## src/rtl/ahb_ext_sram_ctrl_pkg.sv

```systemverilog
// Shared types and constants for the external SRAM AHB-Lite slave.
package ahb_ext_sram_ctrl_pkg;

    typedef enum logic [2:0] {
        IDLE,
        RD,
        WCAP,
        WR,
        WREC,
        DONE,
        ERR1,
        ERR2
    } statetype;

    localparam logic [1:0] HTRANS_IDLE   = 2'b00;
    localparam logic [1:0] HTRANS_NONSEQ = 2'b10;

endpackage

```

## src/rtl/ahb_ext_sram_ctrl_waitcnt.sv

```systemverilog
// 4-bit loadable down-counter timing SRAM read and write strobe phases.
// It stops at zero, and done_o flags the last cycle of a timed phase.
module ext_sram_waitcnt (
    input  logic       clk_i,
    input  logic       rst_i,
    input  logic       load_i,
    input  logic [3:0] load_val_i,
    input  logic       en_i,
    output logic       done_o
);

    logic [3:0] cnt_q;
    logic [3:0] cnt_d;

    // Load has priority; otherwise count down while enabled, holding at zero.
    always_comb begin
        cnt_d = cnt_q;
        if (load_i) begin
            cnt_d = load_val_i;
        end else if (en_i && (cnt_q != 4'd0)) begin
            cnt_d = cnt_q - 4'd1;
        end
    end

    // Counter register.
    always_ff @(posedge clk_i) begin
        if (rst_i) begin
            cnt_q <= 4'd0;
        end else begin
            cnt_q <= cnt_d;
        end
    end

    assign done_o = (cnt_q == 4'd0);

endmodule

```

## src/rtl/ahb_ext_sram_ctrl.sv

```systemverilog
// AHB-Lite slave for the external region, driving an asynchronous
// single-port SRAM with timed read/write strobes, byte-lane writes and a
// write-to-read turnaround. Addresses beyond the SRAM depth get a
// two-cycle ERROR response and never touch the SRAM.
module ahb_ext_sram_ctrl
    import ahb_ext_sram_ctrl_pkg::*;
#(
    parameter int AHBW      = 64,
    parameter int ADDR_BITS = 20,
    parameter int PA_BITS   = 34,
    parameter int WAIT_RD   = 2,
    parameter int WAIT_WR   = 1
) (
    input  logic                 HCLK,
    input  logic                 HRESET,
    input  logic                 HSELEXT,
    input  logic [PA_BITS-1:0]   HADDR,
    input  logic [1:0]           HTRANS,
    input  logic                 HWRITE,
    input  logic [2:0]           HSIZE,
    input  logic                 HREADY,
    input  logic [AHBW-1:0]      HWDATA,
    input  logic [AHBW/8-1:0]    HWSTRB,
    output logic [AHBW-1:0]      HRDATAEXT,
    output logic                 HREADYEXT,
    output logic                 HRESPEXT,
    output logic [ADDR_BITS-1:0] SRAMA,
    output logic [AHBW-1:0]      SRAMDQOut,
    input  logic [AHBW-1:0]      SRAMDQIn,
    output logic                 SRAMDQOE,
    output logic                 SRAMCEb,
    output logic                 SRAMOEb,
    output logic                 SRAMWEb,
    output logic [AHBW/8-1:0]    SRAMBEb
);

    localparam int NB  = AHBW / 8;
    localparam int OFF = $clog2(NB);
    localparam int TOP = ADDR_BITS + OFF;

    statetype             state_q, state_d;
    logic [ADDR_BITS-1:0] addr_q;
    logic                 write_q;
    logic [AHBW-1:0]      dqout_q;
    logic [NB-1:0]        beb_q;
    logic [AHBW-1:0]      rdata_q;

    logic     accept;
    logic     ready_st;
    logic     start;
    logic     oor;
    statetype start_st;
    logic     cnt_load;
    logic [3:0] cnt_val;
    logic     cnt_en;
    logic     cnt_done;

    // Size and byte offset do not affect a full-width word access.
    logic unused_ok;
    assign unused_ok = ^{HSIZE, HADDR[OFF-1:0]};

    assign accept   = HSELEXT & HREADY & ((HTRANS & HTRANS_NONSEQ) != HTRANS_IDLE);
    assign ready_st = (state_q == IDLE) || (state_q == DONE) || (state_q == ERR2);
    assign start    = accept & ready_st;
    assign oor      = |HADDR[PA_BITS-1:TOP];
    assign start_st = oor ? ERR1 : (HWRITE ? WCAP : RD);

    // A read is timed from its accept; a write only once its data is captured.
    assign cnt_load = (start && !oor && !HWRITE) || (state_q == WCAP);
    assign cnt_val  = (state_q == WCAP) ? 4'(WAIT_WR) : 4'(WAIT_RD);
    assign cnt_en   = (state_q == RD) || (state_q == WR);

    ext_sram_waitcnt u_waitcnt (
        .clk_i      (HCLK),
        .rst_i      (HRESET),
        .load_i     (cnt_load),
        .load_val_i (cnt_val),
        .en_i       (cnt_en),
        .done_o     (cnt_done)
    );

    // Next-state and SRAM strobe decode; strobes are released by default.
    always_comb begin
        state_d   = state_q;
        HREADYEXT = 1'b0;
        HRESPEXT  = 1'b0;
        SRAMCEb   = 1'b1;
        SRAMOEb   = 1'b1;
        SRAMWEb   = 1'b1;
        SRAMDQOE  = 1'b0;
        SRAMBEb   = '1;
        case (state_q)
            IDLE: begin
                HREADYEXT = 1'b1;
                if (start) state_d = start_st;
            end
            RD: begin
                SRAMCEb = 1'b0;
                SRAMOEb = 1'b0;
                SRAMBEb = '0;
                if (cnt_done) state_d = DONE;
            end
            WCAP: begin
                state_d = WR;
            end
            WR: begin
                SRAMCEb  = 1'b0;
                SRAMWEb  = 1'b0;
                SRAMDQOE = 1'b1;
                SRAMBEb  = beb_q;
                if (cnt_done) state_d = WREC;
            end
            WREC: begin
                state_d = DONE;
            end
            DONE: begin
                HREADYEXT = 1'b1;
                // Keep the read strobes up so back-to-back reads show no OEb gap.
                if (!write_q) begin
                    SRAMCEb = 1'b0;
                    SRAMOEb = 1'b0;
                    SRAMBEb = '0;
                end
                state_d = start ? start_st : IDLE;
            end
            ERR1: begin
                HRESPEXT = 1'b1;
                state_d  = ERR2;
            end
            ERR2: begin
                HRESPEXT  = 1'b1;
                HREADYEXT = 1'b1;
                state_d   = start ? start_st : IDLE;
            end
            default: begin
                state_d = IDLE;
            end
        endcase
    end

    // FSM state register.
    always_ff @(posedge HCLK) begin
        if (HRESET) begin
            state_q <= IDLE;
        end else begin
            state_q <= state_d;
        end
    end

    // Address latch, write capture and read-data capture.
    always_ff @(posedge HCLK) begin
        if (HRESET) begin
            addr_q  <= '0;
            write_q <= 1'b0;
            dqout_q <= '0;
            beb_q   <= '1;
            rdata_q <= '0;
        end else begin
            if (start) begin
                addr_q  <= HADDR[TOP-1:OFF];
                write_q <= HWRITE;
            end
            if (state_q == WCAP) begin
                dqout_q <= HWDATA;
                beb_q   <= ~HWSTRB;
            end
            if ((state_q == RD) && cnt_done) begin
                rdata_q <= SRAMDQIn;
            end
        end
    end

    assign SRAMA     = addr_q;
    assign SRAMDQOut = dqout_q;
    assign HRDATAEXT = rdata_q;

endmodule

```

## config.mk

```make
export PLATFORM = sky130hd
export DESIGN_NAME = ahb_ext_sram_ctrl
export DESIGN_NICKNAME = d
export VERILOG_FILES = /design/src/rtl/ahb_ext_sram_ctrl_pkg.sv /design/src/rtl/ahb_ext_sram_ctrl_waitcnt.sv /design/src/rtl/ahb_ext_sram_ctrl.sv
export SDC_FILE = /design/constraint.sdc
export NUM_CORES = 1
export LEC_CHECK = 0
export CAP_MARGIN = 20
export CELL_PAD_IN_SITES_DETAIL_PLACEMENT = 1
export CELL_PAD_IN_SITES_GLOBAL_PLACEMENT = 2
export CORE_UTILIZATION = 20
export DETAILED_ROUTE_END_ITERATION = 10
export GPL_ROUTABILITY_DRIVEN = 0
export PLACE_DENSITY = 0.85
export SYNTH_ARGS = -nofsm -noshare
export SYNTH_HDL_FRONTEND = slang
export SYNTH_SLANG_ARGS = --single-unit
```

## constraint.sdc

```tcl
create_clock -name HCLK -period 2 [get_ports HCLK]
set_input_delay 0.2 -clock HCLK [delete_from_list [all_inputs] [get_ports HCLK]]
set_output_delay 0.2 -clock HCLK [all_outputs]
set_load 0.01 [all_outputs]
```

==> flow_summary_export.csv <==
group,metric,value,unit
final_layout,final_util,36.14,%
floorplanning,core,0.02964,mm2
detailed_routing,first_iter_violations,176,
timing,timing.final.crit_share,101.0,%
detailed_routing,ant_nets,0,
logic_synthesis,synth_area,0.006038,mm2
outcome,violations,"setup timing",
pwr,vdd_ir_drop_max,0.4225,mV
timing,period_minus_slack,2.020,ns
floorplanning,ios,342,
timing,maxSlewHeadroom,67.63,%
setup_path,critPathKind,"flip-flop to flip-flop",
logic_synthesis,synth_nets,909,
logic_synthesis,postSynth.asyncResetShare,0,%
logic_synthesis,ys_warn_count,0,
setup_path,worst_ep_required_time,2.35,ns
detailed_routing,wire_per_inst,15.39,um
logic_synthesis,synth_cell_types,39,
job,cap_violations,0,
pwr,powerDensity,945.8,mW/mm2
timing,worst_slew_pin_slew,0.4845,ns
floorplanning,dieArea,0.03089,mm2
timing,finalHoldViolCount,0,
clocking,clk_latency,0.42,ns
logic_synthesis,synth_area_leader_cell,"dfxtp_1",
floorplanning,fp-row-count,63,
floorplanning,die-height,175.8,um
clocking,clockBufferDepth,2,
logic_synthesis,synthTopCellsByCount,"260 x nand2_1, 164 x dfxtp_1, 132 x a21oi_1, 32 x nor2_1, 30 x clkbuf_1",
detailed_routing,firstDrtPassIters,4,
clocking,cts_tree,"done",
timing,fin_setup_tns,-0.02050,ns
timing,grt_setup_unrepaired,"yes",
timing,skew,0.01031,ns
global_routing,overflow,0,
logic_synthesis,ys_seq_area_share,54.37,%
global_routing,grt_usage,13.58,%
global_routing,grt_pass1_vias,6169,
clocking,cts.sinks,164,
clocking,clk_pin_slew,0.07,ns
detailed_routing,vias,6156,
final_layout,drive_gt1_share,9.276,%
placement,dp_hpwl,15.22,mm
global_routing,grt_pass1_wl,33.08,mm
final_layout,n_antenna_cell,0,
timing,max_freq,494.9,MHz
placement,place.port_buffers,334,
logic_synthesis,yosysMostFrequentCell,"nand2_1",
timing,timing.final.ws_setup,-0.02050,ns
floorplanning,start_util,20.37,%
setup_path,end_kind,"flip-flop",
logic_synthesis,yosys-top-cells-area,"dfxtp_1 54%, nand2_1 16%, a21oi_1 11%",
logic_synthesis,ys_ff_latch,164,
logic_synthesis,avgSynthCellArea,8.306,um2
setup_path,cp_common_cell,"buf_6",
timing,setup_viol,1,
pwr,power_leakage,3.888,nW
setup_path,crit_arrival,2.37,ns
global_routing,antenna_found_initial,0,
outcome,status,"complete, but fails checks",
clocking,cts_made_buffers,17,
detailed_routing,wl,22.60,mm
clocking,cts_root_buf,"clkbuf_16",
hold_path,hold_path_class,"input port to flip-flop",
pwr,total_power,10.13,mW
final_layout,area_delta_synth_final,77.37,%
logic_synthesis,synth_enable_flop_cells,0,
timing,timing.hold.ws,0.2102,ns
setup_path,start_kind,"flip-flop",
clocking,cts_hold_buf,0,
setup_path,crit_path_max_incr_delay,0.37,ns
timing,slew_viol_final,0,
detailed_routing,drc,0,
setup_path,path_cells,"inv_2, ha_4, or3b_4, buf_6, nor3_4, buf_6, clkbuf_16, buf_6, nand2_2, a21oi_1",
floorplanning,dieWidth,175.8,um
final_layout,nets,1247,
setup_path,crit_fanout,7,
final_layout,fillCellCount,3462,
setup_path,critPathTopFamily,"simple AND/OR/NAND/NOR gates",
clocking,htreeDepth,4,
detailed_routing,viasPerCell,4.193,
logic_synthesis,synth-main-ff-cell,"dfxtp_1",
setup_path,cp_num_buf_inv,5,
logic_synthesis,synth_top_area_share,54.37,%
global_routing,grt_max_degree,82,
logic_synthesis,synth_cells,727,
setup_path,cp_slowest_cell,"or3b_4",
## layout by cell type, fill, tap and decap left out, types with 3 or more instances in the layout
master and count:
a211o_1 8, buf_6 3, dfxtp_1 162, a21oi_2 7
nand2_2 5, nand3_1 4, o21ai_0 5, inv_8 3
nand2_1 253, buf_12 6, buf_4 21, a21o_1 9
clkbuf_16 23, inv_6 5, mux2i_1 21, clkdlybuf4s50_1 323
nor2_1 32, dlygate4sd2_1 8, nor4_1 4, clkinv_4 4
a21oi_1 125
## power breakdown
group	internal (mW)	total, mW	switching [mW]	leakage, nW
clock network	1.68	3.21	1.53	0.275
logic	1.69	3.14	1.44	2.28
registers	3.61	3.79	0.176	1.33
## worst paths after layout
check / slack [ns] / from / end / cells after the start
max reg2reg: -0.02 / u_waitcnt.cnt_q[1]$_SDFFE_PP0P_ / HRDATAEXT[25]$_SDFFE_PP0P_ / 10
min reg2reg: 0.45 / HRDATAEXT[36]$_SDFFE_PP0P_ / HRDATAEXT[36]$_SDFFE_PP0P_ / 2
min: 0.21 / HRESET / SRAMA[0]$_SDFFE_PP0N_ / 2
max: -0.02 / u_waitcnt.cnt_q[1]$_SDFFE_PP0P_ / HRDATAEXT[25]$_SDFFE_PP0P_ / 10
## layer usage
metal	share of wire, %	GRT usage [%]	vias up
li1	-	-	3057
met1	42	15.50	2871
met2	48	22.99	214
met3	9.1	6.147	14
met4	1.1	3.188	0
met5	0	0	-
## sequential cells by signal, indices dropped and copies added (netlist names)
signal           count
u_waitcnt.cnt_q      4
HRDATAEXT           64
SRAMDQOut           64
beb_q                8
SRAMA               20
write_q              1
state_q              3
## kinds of logic (layout without fill, tap and decap cells)
family	Yosys count	in the layout	synth area share [%]
xor+xnor	3	3	0.4352
simple gates	318	318	21.05
compound gates	162	162	14.69
flops	164	164	54.37
fa+ha+maj	2	2	0.4144
mux	21	21	3.481
buf+inv	57	408	5.553
## cell type report
type | count | area [um2] | area share, %
clock buffer | 19 | 442.9 | 4.136
clock inverter | 13 | 116.4 | 1.086
inverter | 4 | 20.02 | 0.1869
multi-input combinational | 506 | 2510 | 23.43
sequential | 164 | 3286 | 30.68
tap | 390 | 488.0 | 4.556
timing repair buffer | 372 | 3847 | 35.92
## through the flow
stage	worst slack (ns)	std cells	area, um2
detailed placement	0.03662	1420	9809
floorplan	0.1641	727	6038
global placement	0.08219	1420	9809
CTS	-0.04506	1452	10370
finish	-0.02050	1468	10710
global route	-0.09250	1468	10710
## timing repair
action	in CTS	in global routing
buffers inserted	0	9
gates resized for setup	13	32
endpoints found under the setup margin	11	66
pin swaps	0	10
cloned	0	7
hold endpoints to repair	0	0
Note: power is estimated with default switching activity, not from simulation.
